==> config.mk <==
export PLATFORM = sky130hd
export DESIGN_NAME = brlite_svc_rx_queue
export DESIGN_NICKNAME = d
export VERILOG_FILES = /design/src/rtl/brlite_svc_rx_queue_pkg.sv /design/src/rtl/brlite_svc_rx_queue_fifo.sv /design/src/rtl/brlite_svc_rx_queue.sv
export SDC_FILE = /design/constraint.sdc
export NUM_CORES = 1
export LEC_CHECK = 0
export BUFFER_PORTS_ARGS = -buffer_cell sky130_fd_sc_hd__buf_2
export CAP_MARGIN = 20
export CORE_UTILIZATION = 65
export CTS_BUF_LIST = sky130_fd_sc_hd__clkbuf_16
export CTS_CLUSTER_DIAMETER = 40
export DETAILED_ROUTE_END_ITERATION = 16
export PLACE_DENSITY = 0.84
export SLEW_MARGIN = 20
export SYNTH_ARGS = -nofsm -noshare
export SYNTH_HDL_FRONTEND = slang
export SYNTH_HIERARCHICAL = 1
export SYNTH_SLANG_ARGS = --single-unit
==> constraint.sdc <==
create_clock -name clk_i -period 7.4 [get_ports clk_i]
set_input_delay 0.74 -clock clk_i [delete_from_list [all_inputs] [get_ports clk_i]]
set_output_delay 0.74 -clock clk_i [all_outputs]
set_load 0.1 [all_outputs]
==> src/rtl/brlite_svc_rx_queue_pkg.sv <==
// DMNIPkg: BrLite service-packet types shared by the router interface and the NI service queue.
package DMNIPkg;

    localparam int unsigned BRLITE_SVC_DEPTH = 8;

    typedef enum logic [1:0] {
        BR_SVC_ALL = 2'd0,
        BR_SVC_TGT = 2'd1,
        BR_SVC_MON = 2'd2
    } brlite_service_t;

    typedef struct packed {
        brlite_service_t service;
        logic [7:0]      ksvc;
        logic [15:0]     seq_source;
        logic [15:0]     target;
        logic [15:0]     producer;
        logic [31:0]     payload;
    } brlite_in_t;

    typedef struct packed {
        logic [7:0]  ksvc;
        logic [15:0] seq_source;
        logic [15:0] producer;
        logic [31:0] payload;
    } brlite_svc_t;

    function automatic brlite_svc_t brlite_to_svc(input brlite_in_t pkt);
        brlite_svc_t svc;
        svc.ksvc       = pkt.ksvc;
        svc.seq_source = pkt.seq_source;
        svc.producer   = pkt.producer;
        svc.payload    = pkt.payload;
        return svc;
    endfunction

endpackage

==> src/rtl/brlite_svc_rx_queue_fifo.sv <==
// brlite_svc_fifo: DEPTH-entry service FIFO with wrapping pointers and an extra-bit occupancy count.
module brlite_svc_fifo
    import DMNIPkg::*;
#(
    parameter int unsigned DEPTH = BRLITE_SVC_DEPTH
) (
    input  logic                       clk_i,
    input  logic                       rst_ni,
    input  logic                       i_push,
    input  brlite_svc_t                i_data,
    input  logic                       i_pop,
    output brlite_svc_t                o_data,
    output logic [$clog2(DEPTH):0]     o_count,
    output logic                       o_full
);

    localparam int unsigned       PW       = $clog2(DEPTH);
    localparam logic [PW:0]       FULL_CNT = (PW+1)'(DEPTH);

    brlite_svc_t   r_mem [DEPTH];
    logic [PW-1:0] r_wr_ptr;
    logic [PW-1:0] r_rd_ptr;
    logic [PW:0]   r_count;
    logic          w_push;
    logic          w_pop;

    assign o_full  = (r_count == FULL_CNT);
    // Fullness comes from the registered count, so a same-cycle pop never frees room for a push.
    assign w_push  = i_push & ~o_full;
    assign w_pop   = i_pop & (r_count != '0);
    assign o_data  = r_mem[r_rd_ptr];
    assign o_count = r_count;

    always_ff @(posedge clk_i or negedge rst_ni) begin
        if (!rst_ni) begin
            r_wr_ptr <= '0;
            r_rd_ptr <= '0;
            r_count  <= '0;
            for (int unsigned i = 0; i < DEPTH; i++) begin
                r_mem[i] <= '0;
            end
        end else begin
            if (w_push) begin
                r_mem[r_wr_ptr] <= i_data;
                r_wr_ptr        <= r_wr_ptr + 1'b1;
            end
            if (w_pop) begin
                r_rd_ptr <= r_rd_ptr + 1'b1;
            end
            case ({w_push, w_pop})
                2'b10:   r_count <= r_count + 1'b1;
                2'b01:   r_count <= r_count - 1'b1;
                default: r_count <= r_count;
            endcase
        end
    end

endmodule

==> src/rtl/brlite_svc_rx_queue.sv <==
// brlite_svc_rx_queue: filters BrLite service packets for this PE and queues them for the NI.
// Optional BRLITE_SVC_DROP_EN: ack-and-drop eligible packets when full, with a saturating drop counter.
module brlite_svc_rx_queue
    import DMNIPkg::*;
#(
    parameter int unsigned DEPTH   = BRLITE_SVC_DEPTH,
    parameter logic [15:0] ADDRESS = 16'b0
) (
    input  logic        clk_i,
    input  logic        rst_ni,
    input  logic        br_rx_i,
    output logic        br_ack_o,
    input  brlite_in_t  br_data_i,
    output logic        br_svc_rx_o,
    input  logic        br_svc_ack_i,
    output brlite_svc_t br_svc_data_o
`ifdef BRLITE_SVC_DROP_EN
    ,
    output logic [15:0] br_svc_drop_cnt_o
`endif
);

    logic                    r_ack;
    logic                    w_eligible;
    logic                    w_accept;
    logic                    w_push;
    logic                    w_full;
    logic [$clog2(DEPTH):0]  w_count;

    assign w_eligible = (br_data_i.service == BR_SVC_ALL) ||
                        ((br_data_i.service == BR_SVC_TGT) && (br_data_i.target == ADDRESS));

`ifdef BRLITE_SVC_DROP_EN
    logic        w_drop;
    logic [15:0] r_drop_cnt;

    assign w_accept = br_rx_i & ~r_ack;
    assign w_push   = w_accept & w_eligible & ~w_full;
    assign w_drop   = w_accept & w_eligible & w_full;
    assign br_svc_drop_cnt_o = r_drop_cnt;

    always_ff @(posedge clk_i or negedge rst_ni) begin
        if (!rst_ni) begin
            r_drop_cnt <= '0;
        end else if (w_drop && (r_drop_cnt != '1)) begin
            r_drop_cnt <= r_drop_cnt + 1'b1;
        end
    end
`else
    // Discarded packets are always accepted; eligible ones wait for room.
    assign w_accept = br_rx_i & ~r_ack & (~w_eligible | ~w_full);
    assign w_push   = w_accept & w_eligible;
`endif

    always_ff @(posedge clk_i or negedge rst_ni) begin
        if (!rst_ni) begin
            r_ack <= 1'b0;
        end else begin
            r_ack <= w_accept;
        end
    end

    brlite_svc_fifo #(
        .DEPTH (DEPTH)
    ) u_fifo (
        .clk_i   (clk_i),
        .rst_ni  (rst_ni),
        .i_push  (w_push),
        .i_data  (brlite_to_svc(br_data_i)),
        .i_pop   (br_svc_ack_i),
        .o_data  (br_svc_data_o),
        .o_count (w_count),
        .o_full  (w_full)
    );

    assign br_ack_o    = r_ack;
    assign br_svc_rx_o = (w_count != '0);

endmodule

==> impl_metrics.json <==
{
  "run_status": "finished clean",
  "overflow": 0,
  "cp-start-kind": "register",
  "grt_max_degree": 178,
  "crit_arrival_ns": 3.73,
  "post-dp-hpwl_mm": 31.25,
  "cts_hold_buf": 0,
  "drc": 0,
  "synth-seq-area-share": 0.5365,
  "final_nets": 1810,
  "core_area_um2": 41200,
  "power_density_nw_per_um2": 505.0,
  "p_leak_nw": 14.68,
  "power_mw": 15.66,
  "start_util": 0.6645,
  "avgSynthCellArea_um2": 17.73,
  "async_flop_share": 1.000,
  "syn_inst": 1544,
  "ios": 168,
  "hold_class": "primary input to async pin",
  "final_hold_viol_count": 0,
  "grt_pass1_vias": 16420,
  "synth-seq-cells": 587,
  "routedWlPerCell_um": 25.04,
  "p_sw_frac": 0.3957,
  "irDropWorstVdd_mv": 0.5485,
  "drive_above_1_share": 0.6350,
  "instances_no_fill": 2307,
  "rsz0062_at_grt": "false",
  "synth_edf_count": 0,
  "period_share": 0.6045,
  "die_w_um": 207.2,
  "p_int_mw": 9.463,
  "path_class": "register to output pin",
  "ys.flop_type": "dfrtp_1",
  "drv_slew": 0,
  "fp.dieH_um": 207.2,
  "cap_violations": 0,
  "cp_max_fo": 100,
  "synth_nets": 1643,
  "cts_root_buf": "clkbuf_16",
  "vias_per_cell": 6.327,
  "synth_top_area_frac": 0.5365,
  "clockBufferDepth": 3,
  "worst_pin_slew_ns": 1.132,
  "clock-sinks": 587,
  "cts_buffers": 80,
  "setup_viol": 0,
  "port_buffers": 167,
  "yosys_warnings": 6,
  "drt_iter0_drc": 879,
  "end_kind": "output pin",
  "place_congestion": 0.7219,
  "utilization": 0.7526,
  "synth.distinct_cells": 41,
  "power_frac_comb": 0.416,
  "maxSlewHeadroom": 0.2456,
  "num_vias": 14600,
  "final.setup.tns_ns": 0,
  "ant_nets": 0,
  "wirelength_mm": 57.76,
  "max_freq_ghz": 0.2235,
  "grt_antenna_before_repair": 10,
  "seqPwrFrac": 0.340,
  "cp.required_ns": 6.66,
  "clkPwrFrac": 0.244,
  "netSwitchingPower_mw": 6.197,
  "yosysTopAreaCell": "dfrtp_1",
  "dr.pass1.iters": 5,
  "std_cell_rows": 74,
  "design.die.area_um2": 42940,
  "grt_pass1_wl_mm": 94.60,
  "cts_resized": 0,
  "yosys-top-cells-area": "dfrtp_1 54%, mux2_2 18%, mux4_2 12%",
  "fin_skew_ns": 0.01501,
  "cts_max_level": 3,
  "dp.cells": 2161,
  "cts_setup_buffers": 0,
  "finalCriticalPeriod_ns": 4.474,
  "insertion_delay_ns": 0.60,
  "area_growth_pct": 13.26,
  "clk_pin_slew_ns": 0.06,
  "syn_area_um2": 27380,
  "cts_tree": "done",
  "grt_usage": 0.2822
}
-- cell usage after synthesis (all sizes together) (2+ instances only) --
master	number
nor2b	2
nand3	2
o41ai	3
nor4b	3
inv	4
nor2	2
dfrtp	587
ha	5
mux2	650
or4b	2
clkbuf	27
mux4	144
nand4b	2
buf	77
xnor2	6
nand2	7
or4	6
-- power by group through the flow --
stage / clock network, mW / registers [mW] / logic (mW)
floorplan: 0 / 4.89 / 5.73
global placement: 0 / 5.22 / 6.39
detailed placement: 0 / 5.32 / 6.52
CTS: 3.88 / 5.31 / 6.57
global route: 4.01 / 5.47 / 6.81
finish: 3.82 / 5.32 / 6.52
-- cell families after synthesis --
family,share of synthesized area
adders and majority gates,0.002285
and+or+nand+nor,0.009324
muxes,0.4150
xor gates and xnor gates,0.002239
DFF,0.5365
AOI/OAI and AO/OA,0.002834
buffers and inverters,0.03181
-- final cells by class --
class,count,area [um^2]
Clock inverter,60,649.4
Tap cell,532,665.6
Timing Repair Buffer,189,1074
Clock buffer,81,2027
Inverter,5,23.77
Antenna cell,5,12.51
Fill cell,2382,10190
Multi-Input combinational cell,848,11860
Sequential cell,587,14700
-- worst max-delay path, cell delays in order, from the launching register on --
cell     delay (ns)
dfrtp_4        1.08
buf_12         0.71
mux4_2         0.63
mux2_2         0.30
buf_2          0.30
-- final timing paths --
| kind | slack, ns | start | to | depth (start not counted) |
|---|---|---|---|---|
| max | 2.93 | u_fifo/r_rd_ptr[0]$_DFFE_PN0P_ | br_svc_data_o[47] | 4 |
| min | 0.15 | rst_ni | u_fifo/r_mem[218]$_DFFE_PN0P_ | 1 |
| max reg2reg | 3.34 | u_fifo/o_count[1]$_DFFE_PN0P_ | u_fifo/r_mem[103]$_DFFE_PN0P_ | 8 |
| min reg2reg | 0.50 | u_fifo/r_mem[390]$_DFFE_PN0P_ | u_fifo/r_mem[390]$_DFFE_PN0P_ | 1 |
| max in group asynchronous | 5.75 | rst_ni | u_fifo/r_mem[181]$_DFFE_PN0P_ | 2 |
| min in group clk_i | 0.41 | br_data_i[89] | br_ack_o$_DFF_PN0_ | 3 |
-- layout by cell type (no fill, tap or decap), types with 2 or more instances in the layout --
cell type   netlist  final
inv_8             0      3
o41ai_1           2      2
buf_4            14     17
nor2b_1           2      2
clkinvlp_4        0      4
dfrtp_4           0      3
clkinv_2          0     10
mux4_2          144    144
or4_1             5      5
ha_1              5      5
buf_2            27    166
inv_6             0      6
mux2_2          440    440
xnor2_1           6      6
clkbuf_16         0     81
mux2_4          210    210
buf_12           14      5
bufinv_16         0     10
dfrtp_1         587    584
clkinv_8          0      2
nor2_1            2      2
clkinv_4          1      9
nand2_1           7      7
diode_2           0      5
nand4b_1          2      2
nor4b_4           0      2
inv_1             4     10
clkinv_1          0     10
-- per-stage QoR --
stage / setup slack [ns] / cell area (um^2) / hold slack [ns]
floorplan: 3.822 / 27380 / 0.4444
global placement: 2.748 / 28320 / 0.4815
detailed placement: 2.562 / 28320 / 0.4875
CTS: 2.825 / 31000 / 0.1892
global route: 2.657 / 31000 / 0.2118
finish: 2.926 / 31010 / 0.1501
-- flip-flops by register name, indices dropped and copies added (netlist names) --
name	count
u_fifo/r_wr_ptr	3
u_fifo/r_mem	576
br_ack_o	1
u_fifo/o_count	4
u_fifo/r_rd_ptr	3
-- per-layer routing --
layer / wire length, um / global-route usage
met1: 25300 / 0.3938
met2: 28580 / 0.4557
met3: 2633 / 0.05628
met4: 1190 / 0.08363
met5: 65 / 0
No activity file was read; power rests on OpenSTA's default activity.
